`src/rtl/svd_ctrl_pkg.sv`:
```
// Shared constants and state encoding for the SVD rotation controllers.
// Imported by the CORDIC schedulers and their iteration counter.
package svd_ctrl_pkg;

  localparam int N_ITER_DEF = 12;
  localparam int SHIFT_W    = 4;
  localparam int INDEX_W    = 3;

  typedef enum logic [2:0] {
    S_IDLE,
    S_LOAD,
    S_ITER,
    S_WB,
    S_FIN
  } ctrl_state_e;

endpackage

```
`src/rtl/cordic_iter_cnt.sv`:
```
// CORDIC micro-iteration counter shared by the SVD controllers.
// Clear has priority over enable; last flags the final iteration.
module cordic_iter_cnt
  import svd_ctrl_pkg::*;
#(
  parameter int WIDTH  = SHIFT_W,
  parameter int N_ITER = N_ITER_DEF
) (
  input  logic             clk,
  input  logic             rst_n,
  input  logic             clr,
  input  logic             en,
  output logic [WIDTH-1:0] count,
  output logic             last
);

  localparam logic [WIDTH-1:0] LastCnt = WIDTH'(N_ITER - 1);

  logic [WIDTH-1:0] cnt_q;
  logic [WIDTH-1:0] cnt_d;

  always_comb begin
    cnt_d = cnt_q;
    if (clr) begin
      cnt_d = '0;
    end else if (en) begin
      cnt_d = cnt_q + 1'b1;
    end
  end

  always_ff @(posedge clk) begin
    if (!rst_n) begin
      cnt_q <= '0;
    end else begin
      cnt_q <= cnt_d;
    end
  end

  assign count = cnt_q;
  assign last  = (cnt_q == LastCnt);

endmodule

```
`src/rtl/cordic_rot_sched.sv`:
```
// Sweeps CORDIC rotations over a range of row pairs.
// Every output decodes flops only, so inputs never reach outputs.
module cordic_rot_sched
  import svd_ctrl_pkg::*;
#(
  parameter int WIDTH_SHIFT_BIT = SHIFT_W,
  parameter int WIDTH_INDEX     = INDEX_W,
  parameter int N_ITER          = N_ITER_DEF
) (
  input  logic                       clk,
  input  logic                       rst_n,
  input  logic                       start,
  input  logic                       abort,
  input  logic [WIDTH_INDEX-1:0]     first_idx,
  input  logic [WIDTH_INDEX-1:0]     last_idx,
  output logic [WIDTH_INDEX-1:0]     index,
  output logic                       ce0,
  output logic                       ce1,
  output logic                       sel,
  output logic [WIDTH_SHIFT_BIT-1:0] shift,
  output logic [WIDTH_SHIFT_BIT-1:0] count,
  output logic                       wb_valid,
  output logic                       busy,
  output logic                       done,
  output logic                       err
);

  ctrl_state_e            state_q;
  ctrl_state_e            state_d;
  logic [WIDTH_INDEX-1:0] index_q;
  logic [WIDTH_INDEX-1:0] index_d;
  logic [WIDTH_INDEX-1:0] last_q;
  logic [WIDTH_INDEX-1:0] last_d;
  logic                   err_q;
  logic                   err_d;
  logic                   cnt_clr;
  logic                   cnt_en;
  logic                   cnt_last;
  logic                   active;

  always_comb begin
    state_d = state_q;
    index_d = index_q;
    last_d  = last_q;
    err_d   = 1'b0;
    if (abort) begin
      state_d = S_IDLE;
      index_d = '0;
    end else begin
      unique case (state_q)
        S_IDLE: begin
          if (start) begin
            if (first_idx > last_idx) begin
              state_d = S_FIN;
              err_d   = 1'b1;
            end else begin
              state_d = S_LOAD;
              index_d = first_idx;
              last_d  = last_idx;
            end
          end
        end
        S_LOAD: state_d = S_ITER;
        S_ITER: begin
          if (cnt_last) begin
            state_d = S_WB;
          end
        end
        S_WB: begin
          // compare before incrementing so last=max never wraps
          if (index_q < last_q) begin
            index_d = index_q + 1'b1;
            state_d = S_LOAD;
          end else begin
            state_d = S_FIN;
          end
        end
        S_FIN: begin
          state_d = S_IDLE;
          index_d = '0;
        end
        default: begin
          state_d = S_IDLE;
          index_d = '0;
        end
      endcase
    end
  end

  assign cnt_clr = (state_d == S_IDLE) ||
                   (state_d == S_LOAD) ||
                   (state_d == S_FIN);
  assign cnt_en  = (state_d == S_ITER);

  always_ff @(posedge clk) begin
    if (!rst_n) begin
      state_q <= S_IDLE;
      index_q <= '0;
      last_q  <= '0;
      err_q   <= 1'b0;
    end else begin
      state_q <= state_d;
      index_q <= index_d;
      last_q  <= last_d;
      err_q   <= err_d;
    end
  end

  cordic_iter_cnt #(
    .WIDTH  (WIDTH_SHIFT_BIT),
    .N_ITER (N_ITER)
  ) u_cnt (
    .clk   (clk),
    .rst_n (rst_n),
    .clr   (cnt_clr),
    .en    (cnt_en),
    .count (count),
    .last  (cnt_last)
  );

  assign active   = (state_q == S_LOAD) ||
                    (state_q == S_ITER);
  assign index    = index_q;
  assign ce0      = active & ~index_q[WIDTH_INDEX-1];
  assign ce1      = active &  index_q[WIDTH_INDEX-1];
  assign sel      = (state_q == S_ITER);
  assign shift    = count;
  assign wb_valid = (state_q == S_WB);
  assign busy     = active | (state_q == S_WB);
  assign done     = (state_q == S_FIN);
  assign err      = err_q;

endmodule
```
`config.mk`:
```
export PLATFORM = sky130hd
export DESIGN_NAME = cordic_rot_sched
export DESIGN_NICKNAME = d
export VERILOG_FILES = /design/src/rtl/svd_ctrl_pkg.sv /design/src/rtl/cordic_iter_cnt.sv /design/src/rtl/cordic_rot_sched.sv
export SDC_FILE = /design/constraint.sdc
export NUM_CORES = 1
export LEC_CHECK = 0
export BUFFER_PORTS_ARGS = -buffer_cell sky130_fd_sc_hd__buf_2
export CAP_MARGIN = 20
export CELL_PAD_IN_SITES_DETAIL_PLACEMENT = 1
export CELL_PAD_IN_SITES_GLOBAL_PLACEMENT = 1
export CORE_MARGIN = 2
export CORE_UTILIZATION = 30
export DETAILED_ROUTE_END_ITERATION = 10
export PLACE_DENSITY_LB_ADDON = 0.08
export SLEW_MARGIN = 5
export SYNTH_ARGS = -nofsm -noshare
export SYNTH_HDL_FRONTEND = slang
export SYNTH_SLANG_ARGS = --single-unit
export TNS_END_PERCENT = 30
```
`constraint.sdc`:
```
create_clock -name clk -period 2.1 [get_ports clk]
set_input_delay 0.42 -clock clk [delete_from_list [all_inputs] [get_ports clk]]
set_output_delay 0.42 -clock clk [all_outputs]
set_load 0.02 [all_outputs]
```
==> flow_results.org, run 1 <==
** Finish
- The final layout contains 147 nets.
- Fraction of final layout cells sized beyond drive strength 1 :: 0.281
- The repair_antennas step left the layout with diodes totalling 0.
- For this run, the number of standard cells in the final layout without fillers is 159.
- Area grow syn2layout :: 18.4%
- After routing the design area is 1020 sq um.
- For this run, the share of the core covered by cells in the final layout is 0.372.

** Routing
- The count of nets left with antenna violations once routing finished came out at 0.
- Post-DR wirelength/cell :: 13.8 um
- In the routed layout, each cell is associated on average with a via count of 4.98.
- Detailed routing inserted a total of 792 vias.
- DRC viols :: 0
- In this run, the number of DRC markers left after iteration 0 of detailed routing was 13.
- The first detailed-routing pass took 4 iterations.
- Wires add up to 2190 um.

** Clock tree
- The clock drives 14 sinks.
- TritonCTS created 3 clock buffers.
- Cts repair resizes :: 0
- Once the clock tree was built, the setup fixing pass inserted 0 buffers.
- Clock tree synthesis selected as its root buffer the cell clkbuf_4.
- Clock Latency Late Sink :: 280 ps
- Counting along the longest clock path gives a buffer depth of 2.
- The number of hold buffers added after CTS was 0.
- TritonCTS built the clock tree.
- H-tree levels :: 1
- Clock-pin slew was measured on the worst setup and hold paths at 90 ps.

** Min path
- Hold Path Depth :: 3
- Min-delay src :: last_idx[2]
- The worst hold path terminates at last_q[2]$_SDFFE_PN0P_.
- Classification of the worst-slack hold path :: primary input to register

** Pwr
- Leak pwr :: 0.496 nW
- For this design the ratio of total power to cell area is 546 nW/um^2.
- Overall power :: 555 uW
- VDD IR max :: 0.000252 V

** Critical path
- Capture point of the worst reg-to-reg path :: index[0]$_SDFFE_PP0P_
- The worst register-to-register path has a depth of 7.
- The worst setup path is launched from a register.
- In this run the critical register-to-register path is launched from last_q[2]$_SDFFE_PN0P_.
- Minimum setup slack among reg-to-reg paths :: 280 ps
- STA classifies the critical path endpoint as a primary output.
- In this run the worst path has a maximum fanout of 6.
- Worst setup path class :: register to primary output
- WP data required :: 1680 ps
- STA puts the critical path data arrival time at 1400 ps.

** STA
- Final Max Tran Viols :: 0
- For the pin with the worst max-slew slack, the measured transition is 405 ps.
- Setup slack of the critical path after layout :: 283 ps
- The worst path needs 1820 ps of the cycle, external delays included.
- Fin. Hold Viols :: 0
- Fin Setup TNS :: 0 ps
- Part of the cycle the worst path needs :: 0.865
- For this run, the top clock speed supported by timing is 550 MHz.
- RSZ-0062 raised after global routing :: no
- Worst max-slew margin expressed relative to the limit :: 0.729
- Number of setup violations in the final report :: 0
- Largest clock skew in the final design :: 4.18 ps
- Across all hold checks on the routed design, the worst slack comes to 388 ps.

** Synth
- Commonest cells in the netlist :: dfxtp_1, nor2_1, nand2_1
- Post-synthesis cell type with the largest combined area :: dfxtp_1
- In the synthesized netlist the async set-or-reset flop fraction comes to 0.
- Of the post-synthesis cell area, the dominant cell type holds 0.327.
- After synthesis, the netlist uses 33 different library cells.
- The number of nets in the synthesized netlist is 120.
- For this run, the register share of the synthesized area comes to 0.327.
- Counting flops and latches in the post-synthesis netlist gives 14.
- Post-synth EDFFs :: 0
- Synthesized cell area :: 858 sq um
- Synthesized instance count :: 103
- Syn Area/Cell :: 8.33 sq um
- Among all flip-flop cells after synthesis, the most frequent one is dfxtp_1.
- After synthesis, the cell types taking the most area are dfxtp_1, ha_1, nor2_1.
- Warnings from Yosys :: 0

** Global route
- Global-route wire length before repair :: 3730 um
- The initial antenna violation count was 0.
- Entering global routing, the biggest net connects 10 pins.
- Vias in the first global route :: 794
- After global routing the overflow that remains totals 0.
- Across every metal layer, demand over resource in global routing totals 0.147.

** Placed design
- Once detailed placement completed, the half-perimeter wirelength came to 1790 um.
- Placed insts :: 156
- Summing all placed instances gives a cell area of 993 sq um.
- Global placer's final weighted congestion :: 0.791
- Worst setup slack before clock tree synthesis :: 71.0 ps
- Port buffering added 27 buffers.

** Floorplan
- The floorplan step set the die height to 57.5 um.
- For this configuration, the core starts out at a cell density of 0.314.
- In this run the horizontal extent of the chip is 57.5 um.
- After floorplanning, the core was divided into 19 placement rows.
- Core area :: 2730 sq um
- The die covers 3310 sq um.
- I/O pins :: 28

** Run status
- The run finished with clean final reports.

** Run
- The tool flagged a number of max-cap violations equal to 0.
-- report_power, final --
part | switching [mW] | leakage, nW | internal, mW | total (mW)
registers | 0.00993 | 0.113 | 0.274 | 0.284
logic | 0.0669 | 0.369 | 0.0472 | 0.114
clock network | 0.0899 | 0.0138 | 0.0665 | 0.156
-- cells in the final DEF, fill, tap and decap left out, types with 2 or more instances in the layout --
| master | n |
|---|---|
| a211oi_1 | 4 |
| a21oi_1 | 5 |
| buf_2 | 27 |
| clkbuf_4 | 3 |
| dfxtp_1 | 14 |
| ha_1 | 7 |
| inv_1 | 9 |
| mux2i_1 | 4 |
| nand2_1 | 10 |
| nor2_1 | 14 |
| nor3_1 | 4 |
| o21ai_0 | 2 |
| or2_2 | 2 |
| xnor2_1 | 4 |
-- area by class of cell --
cell class	count	area, sq um
tap	31	38.8
sequential	14	280
clock buffer	3	22.5
timing repair buffer	28	143
fill	350	1720
multi-input combinational	74	498
inverter	9	33.8
-- sequential cells by signal (all words and copies together), names as in the netlist --
signal       cells
last_q           3
state_q          3
u_cnt.count      4
index            3
err              1
-- per-layer routing --
layer	global-route usage	up-vias	share of wire	wire, um
met2	0.247	21	0.49	1080
met5	0	-	0	0
li1	-	398	-	-
met4	0.0498	0	0.013	29
met3	0.0272	4	0.047	102
met1	0.189	369	0.45	978
-- kinds of logic after synthesis --
| group | share of synthesized area |
|---|---|
| DFF | 0.327 |
| AOI/OAI and AO/OA | 0.101 |
| adders and majority gates | 0.102 |
| xor gates and xnor gates | 0.0510 |
| buffers and inverters | 0.0933 |
| muxes | 0.0466 |
| and+or+nand+nor | 0.280 |
-- worst max path at each step --
stage	start	slack, ps	endpoint
after floorplan	last_idx[1]	380	index[0]$_SDFFE_PP0P_
after global placement	first_idx[1]	80	last_q[0]$_SDFFE_PN0P_
after detailed placement	first_idx[1]	70	last_q[0]$_SDFFE_PN0P_
after CTS	last_q[2]$_SDFFE_PN0P_	260	index[0]$_SDFFE_PP0P_
after global routing	last_q[2]$_SDFFE_PN0P_	90	index[0]$_SDFFE_PP0P_
final	state_q[0]$_SDFF_PN0_	280	ce1
-- worst max-delay path, stage by stage (launching register included) --
cell and delay (ps):
dfxtp_1 470, xnor2_1 130, or2_4 270, nor2_1 90, buf_2 170
Note: power is estimated with default switching activity, not from simulation.
==> run 2: changes to the inputs <==
--- a/config.mk
+++ b/config.mk
@@ -12,6 +12,7 @@
 export CORE_MARGIN = 2
 export CORE_UTILIZATION = 30
 export DETAILED_ROUTE_END_ITERATION = 10
+export GPL_TIMING_DRIVEN = 0
 export PLACE_DENSITY_LB_ADDON = 0.08
 export SLEW_MARGIN = 5
 export SYNTH_ARGS = -nofsm -noshare
==> run 2 against run 1 <==
First-iteration DRC count grew 38%; sequential power is essentially flat; global-route usage shrank 0.63 points; combinational power is essentially flat; cell area grew 5.2%; routed wire length shrank 2.9%; die area is the same; critical path depth grew 2; register-to-register slack lost 70 ps; sequential share of layout area shrank 1.4 points; non-clock buffer count grew 5; clock-buffer cell count grew 1; largest power group unchanged; highest routed layer unchanged.
==> flow_results.org, run 2 (synthesis gave the netlist of run 1 again) <==
** Clock tree
- Clock Latency Late Sink :: 290 ps
- TritonCTS built the clock tree.
- Post-CTS setup buffer count :: 0
- After clock tree synthesis, the flow added hold-fix buffers numbering 0.
- Clock input transition at the sequential cells of the worst setup and hold paths :: 100 ps
- Library cell used as clock root buffer :: clkbuf_4
- Cts bufs inserted :: 3
- Clock net sink count :: 14
- H-tree levels :: 1
- The number of gates resized after CTS was 0.
- No sink is reached through more buffers than the 2 on the longest clock path.

** Min path
- Along the worst hold path, the cell count comes to 3.
- Min-delay src :: last_idx[2]
- Hold Path Sink :: last_q[2]$_SDFFE_PN0P_
- The min-delay analysis places its worst path in the category primary input to register.

** Finish
- Compared with the post-synthesis result, the final layout area differs by 24.5%.
- The count of cells in the finished layout, fillers not included, comes to 165.
- The library cell used most frequently in the layout, excluding fill and tap cells, is buf_2.
- The register with the most flip-flops in the layout has 4 of them.
- Commonest cells after routing, fill and taps aside :: buf_2, nor2_1, dfxtp_1, nand2_1, inv_1
- Core utilization of the finished layout :: 0.391
- Final-stage net count :: 152
- Number of antenna diodes :: 0
- Of the cells placed in the final design, the portion with a size suffix greater than 1 is 0.313.
- Once layout is done, the placed cells without fillers occupy 1070 sq um.

** Floorplan
- The floorplan step set the die height to 57.5 um.
- Number of cell rows :: 19
- Core area :: 2730 sq um
- The initial utilization of the core area, before any placement, comes to 0.314.
- Chip width :: 57.5 um
- Area of the die :: 3310 sq um
- I/O pins :: 28

** Global route
- Gr usage total :: 0.141
- Number of antenna violations at the first check in global routing :: 0
- Maximum number of pins on one net before global-route repair :: 10
- Summed over all layers, the global routing overflow is 0.
- Global-route wire length before repair :: 3620 um
- Vias in the first global route :: 831

** Critical path
- Along the worst path, the maximum fanout reaches 6.
- Worst EP arrival :: 2090 ps
- The worst register-to-register path begins at index[2]$_SDFFE_PP0P_.
- Nature of the critical path endpoint :: register
- The worst setup path is launched from a register.
- Worst setup path class :: register to register
- Measured in cells, the most critical reg-to-reg path has a length of 6.
- WP data required :: 2300 ps
- Across all register-to-register paths, the minimum setup slack is 210 ps.
- In this run the critical register-to-register path is captured at index[2]$_SDFFE_PP0P_.

** Pwr
- VDD IR max :: 0.000310 V
- In this run the static leakage power is 0.529 nW.
- Dividing total power by cell area gives a power density of 565 nW/um^2.
- Overall power :: 603 uW

** Routing
- Total via count in the routed design :: 811
- Before antenna repair, the detailed router went through 4 iterations.
- Violation count after the first detailed-route iteration :: 18
- Remaining antenna violation count after routing :: 0
- For this block, the routed nets add up to 2130 um of wire.
- Dividing the detail-routed wire length by the instance count gives 12.9 um.
- After detailed routing, the number of remaining DRC violations is 0.
- In the routed layout, each cell is associated on average with a via count of 4.92.

** STA
- In the final timing run, aggregate negative setup slack is 0 ps.
- Largest clock skew in the final design :: 5.49 ps
- The max-slew violation count is 0.
- Setup violations remaining at the end of the flow were counted as 0.
- Worst max-slew margin expressed relative to the limit :: 0.712
- After layout, the minimum clock period comes to 1890 ps.
- Final Hold Slack :: 382 ps
- Setup slack of the critical path after layout :: 208 ps
- At the pin with the least slew margin, the transition time is 430 ps.
- Fin. Hold Viols :: 0
- Setup repair after global routing left no endpoint under its margin.
- For this run, the top clock speed supported by timing is 528 MHz.
- Part of the cycle the worst path needs :: 0.901

** Placed design
- Dpl hpwl :: 1740 um
- After detailed placement, the design holds a cell count of 161.
- Worst setup slack before clock tree synthesis :: 73.6 ps
- PortBufs :: 27
- Global placer's final weighted congestion :: 0.736
- After detailed placement, the total cell area comes to 1030 sq um.

** Run
- Max-cap violations in this run came to 0.

** Run status
- The run finished with clean final reports.
run 2: cell count changes in the layout (fill, tap and decap cells not counted), sizes merged:
cell / change
buf: +5
clkbuf: +1
run 2: critical path, cell delays in order, from the launching register on:
cell	delay [ps]
dfxtp_1	400
ha_1	340
nand2_1	50
o21ai_0	330
nor2_1	150
or2_2	330
a211oi_1	210
run 2: power breakdown:
| group | internal, mW | total, mW | switching, mW | leakage [nW] |
|---|---|---|---|---|
| Combinational | 0.0475 | 0.115 | 0.0674 | 0.395 |
| Sequential | 0.274 | 0.284 | 0.00948 | 0.113 |
| Clock | 0.106 | 0.205 | 0.0990 | 0.0210 |
run 2: worst max-delay path by stage:
stage,startpoint,end,slack [ps],cells past startpoint
2_1_floorplan,last_idx[1],index[0]$_SDFFE_PP0P_,380,7
3_3_place_gp,first_idx[2],index[0]$_SDFFE_PP0P_,120,7
3_5_place_dp,first_idx[1],last_q[2]$_SDFFE_PN0P_,70,6
4_1_cts,index[2]$_SDFFE_PP0P_,index[2]$_SDFFE_PP0P_,210,6
5_1_grt,index[2]$_SDFFE_PP0P_,index[0]$_SDFFE_PP0P_,40,6
6_report,index[2]$_SDFFE_PP0P_,index[2]$_SDFFE_PP0P_,210,6
run 2: area by class of cell:
cell class / count / area [sq um]
plain buffers: 6 / 46.3
repair buffers: 27 / 135
fillers: 343 / 1670
multi-input cells: 74 / 498
well taps: 31 / 38.8
clock buffers: 4 / 36.3
flip-flops and latches: 14 / 280
inverters: 9 / 33.8
run 2: metal layers:
layer  track usage  part of all wire  vias to the layer above
li1              -                 -                      408
met1         0.177              0.45                      377
met2         0.244              0.50                       24
met3        0.0408             0.052                        2
met4        0.0199            0.0061                        0
met5             0                 0                        -
==> run 3: changes to the inputs <==
--- a/config.mk
+++ b/config.mk
@@ -14,8 +14,10 @@
 export DETAILED_ROUTE_END_ITERATION = 10
 export GPL_TIMING_DRIVEN = 0
 export PLACE_DENSITY_LB_ADDON = 0.08
+export REMOVE_ABC_BUFFERS = 1
 export SLEW_MARGIN = 5
 export SYNTH_ARGS = -nofsm -noshare
 export SYNTH_HDL_FRONTEND = slang
+export SYNTH_HIERARCHICAL = 1
 export SYNTH_SLANG_ARGS = --single-unit
 export TNS_END_PERCENT = 30
==> run 3 against run 2 <==
The run now ends with design-rule violations left; sequential share of layout area is 0.12 points higher; die area is 4.5% higher; sequential power hardly changed; core utilization is 0.99 points lower; global-route usage is 0.45 points lower; setup slack better by 13 ps; critical path type unchanged; flip-flop and latch count stayed put; critical endpoint unchanged; combinational power is 5% higher.
==> flow_results.org, run 3 <==
** Run status
- The run finished, with violations left.
- The checks that failed: design-rule violations.

** STA
- Of the available clock period, the critical path in the final layout requires 0.895.
- Fin Setup TNS :: 0 ps
- For the pin with the worst max-slew slack, the measured transition is 635 ps.
- Fin. Hold Viols :: 0
- Number of setup violations in the final report :: 0
- Worst max-slew margin expressed relative to the limit :: 0.573
- RSZ-0062 raised after global routing :: no
- Achievable clock frequency :: 532 MHz
- The max-slew violation count is 0.
- Largest clock skew in the final design :: 5.25 ps
- The worst path needs 1880 ps of the cycle, external delays included.

** Synth
- Commonest cells in the netlist :: dfxtp_1, nand2_1, nor2_1
- Share of the yosys chip area belonging to registers :: 0.312
- Post-synthesis async set-or-reset flop share :: 0
- Syn Area/Cell :: 8.41 sq um
- Most common cell in the netlist :: dfxtp_1
- Area fraction of the dominant cell type after synthesis :: 0.312
- After synthesis the cells add up to 900 sq um.
- In this run, synthesis inferred 0 flip-flops with an integrated enable.
- Post-synthesis cell type with the largest combined area :: dfxtp_1
- Number of distinct library cell variants in the gate-level netlist after synthesis :: 38
- Synthesis handed over a netlist of 107 instances.
- After synthesis the netlist holds a flip-flop and latch count of 14.
- By area the synthesized netlist is led by dfxtp_1, ha_1, mux2i_1.
- The Yosys step of the flow raised 6 warnings.
- Most used DFF post-synth :: dfxtp_1

** Floorplan
- Row generation in the floorplan step produced 19 rows.
- I/O pins :: 28
- Core area :: 2810 sq um
- Starting utilization of the core area :: 0.321
- Area of the die :: 3450 sq um
- Chip width :: 58.8 um
- Die Ht :: 58.8 um

** Finish
- The register with the most flip-flops in the layout has 4 of them.
- At the end of the flow the core is filled with cells to 0.381.
- Most common cell after layout, fill and taps aside :: buf_2
- The number of antenna diodes in the final layout is 0.
- Final-stage net count :: 149
- Commonest cells after routing, fill and taps aside :: buf_2, dfxtp_1, nor2_1, nand2_1, inv_1
- Area grow syn2layout :: 18.8%
- Fraction of final layout cells sized beyond drive strength 1 :: 0.290

** Clock tree
- Library cell used as clock root buffer :: clkbuf_4
- CTS built an H-tree with a depth of 1.
- Clock input transition at the sequential cells of the worst setup and hold paths :: 90 ps
- TritonCTS clock tree :: yes
- Cts bufs inserted :: 3
- Clock tree synthesis found a total of 14 sinks.
- Clock Latency Late Sink :: 280 ps
- In this run the deepest clock path goes through 2 buffers.

** Critical path
- Startpoint of the lowest-slack register-to-register path :: index[2]$_SDFFE_PP0P_
- The slowest stage of the critical path is the dfxtp_2 cell.
- Capture point of the worst reg-to-reg path :: index[2]$_SDFFE_PP0P_
- Of all nets on the critical path, the largest fanout is 7.
- Nature of the critical path endpoint :: register
- Minimum setup slack among reg-to-reg paths :: 220 ps
- Counting cells, the worst reg-to-reg path comes to 6.
- Startpoint kind of the worst setup timing path :: register
- WP data required :: 2270 ps
- Worst setup path class :: register to register
- Worst-path cell chain :: ha_1 -> a21oi_1 -> o21ai_0 -> or2_2 -> a222oi_1 -> nor3b_1
- On the worst path, the slowest cell contributes a delay of 370 ps.
- For the worst setup path, the data arrival time is 2040 ps.

** Placed design
- Detailed placement finished with a half-perimeter wire length of 1730 um.
- Input and output buffers added on the ports amount to 27.
- Global placer's final weighted congestion :: 0.713

** Global route
- Met3 Resource Use GR :: 0.0198
- The total overflow left after global routing is 0.
- The number of global-route vias before repair was 773.
- For met2 alone, demand over resource in global routing was 0.208.
- Maximum number of pins on one net before global-route repair :: 11
- For this run, global-route usage on met1 was measured as 0.191.
- After global routing, the most crowded layer is met2.
- Global-route wire length before repair :: 3500 um
- The initial antenna violation count came to 0.
- Gr usage total :: 0.136

** Pwr
- In this run the power spent charging and discharging nets is 174 uW.
- The share of total power dissipated in the clock network is 0.329.
- Pwr per Cell Area :: 565 nW/um^2
- Leak pwr :: 0.524 nW
- The share of total power dissipated in combinational logic is 0.200.
- Of the total power, the share spent switching nets is 0.288.
- Internal Pwr Total :: 430 uW
- VDD IR max :: 0.000210 V
- Of the total power, registers draw 0.471.

** Min path
- Counting instances, the worst hold path has a depth of 3.
- In this run the most critical hold path is launched from last_idx[2].
- Classification of the worst-slack hold path :: primary input to register
- The worst hold path terminates at last_q[2]$_SDFFE_PN0P_.

** Routing
- Wires add up to 2150 um.
- Vias/cell :: 5.14
- DRC viols :: 4
- For this block, the initial DRC count from the detailed router was 35.
- Once detail routing completed, the nets flagged for antenna violations numbered 0.
- For this run, the detailed router's first-pass iteration total came to 8.
- Dividing the detail-routed wire length by the instance count gives 13.3 um.
- For this block, the via count after detailed routing is 832.

** Run
- Maxcap violations :: 0
==> run 3: through the flow <==
| stage | hold WS [ps] | worst slack, ps | cells | power (mW) | instance area [sq um] |
|---|---|---|---|---|---|
| after floorplan | 433 | 244 | 100 | 0.372 | 857 |
| after global routing | 392 | 51.3 | 162 | 0.644 | 1070 |
| after detailed placement | 461 | -21.2 | 158 | 0.413 | 1030 |
| after global placement | 445 | 10.6 | 158 | 0.408 | 1030 |
| final | 390 | 221 | 162 | 0.604 | 1070 |
| after CTS | 385 | 153 | 162 | 0.612 | 1070 |
==> run 3: final cells by class <==
class,instances,area (sq um)
timing repair buffer,27,135
fill,360,1740
inverter,8,30.0
sequential,14,282
tap,31,38.8
clock buffer,4,36.3
multi-input combinational,78,547
==> run 3: worst max path at each step <==
| stage | end | slack, ps | from |
|---|---|---|---|
| floorplan | u_cnt/count[3]$_SDFFE_PP0P_ | 240 | u_cnt/count[0]$_SDFFE_PP0P_ |
| global placement | last_q[0]$_SDFFE_PN0P_ | 10 | last_idx[2] |
| detailed placement | last_q[1]$_SDFFE_PN0P_ | -20 | last_idx[1] |
| CTS | index[2]$_SDFFE_PP0P_ | 150 | index[2]$_SDFFE_PP0P_ |
| global route | u_cnt/count[3]$_SDFFE_PP0P_ | 50 | u_cnt/count[0]$_SDFFE_PP0P_ |
| finish | index[2]$_SDFFE_PP0P_ | 220 | index[2]$_SDFFE_PP0P_ |
==> run 3: critical path: cells and delay by family, from the launching register on <==
family          cells  cell delay [ps]
flops               1              370
compound gates      3              620
simple gates        2              460
fa+ha+maj           1              310
==> run 3: power by group through the flow <==
stage                     combinational (mW)  clock, mW  sequential [mW]
after floorplan                       0.0800          0            0.292
after global routing                   0.136      0.222            0.287
after CTS                              0.122      0.205            0.285
after detailed placement               0.122          0            0.291
final                                  0.121      0.199            0.285
after global placement                 0.118          0            0.290
==> run 3: kinds of logic (layout without fill, tap and decap cells) <==
family	after synthesis	count (layout)	share of synthesized area
xor gates and xnor gates	3	3	0.0292
muxes	5	5	0.0556
adders and majority gates	7	7	0.0974
and+or+nand+nor	45	45	0.263
buffers and inverters	15	39	0.0807
DFF	14	14	0.312
AOI/OAI and AO/OA	18	18	0.163
==> run 3: timing repair <==
action / in CTS / in global routing
setup endpoints to repair: 0 / 1
buffers inserted: 0 / 0
hold buffers: 0 / 0
gates resized for setup: 0 / 1
==> run 3: routing by layer <==
metal	wire (um)	vias to the layer above
met5	0	-
met4	17	0
met3	128	2
met2	981	23
met1	1020	391
li1	-	416
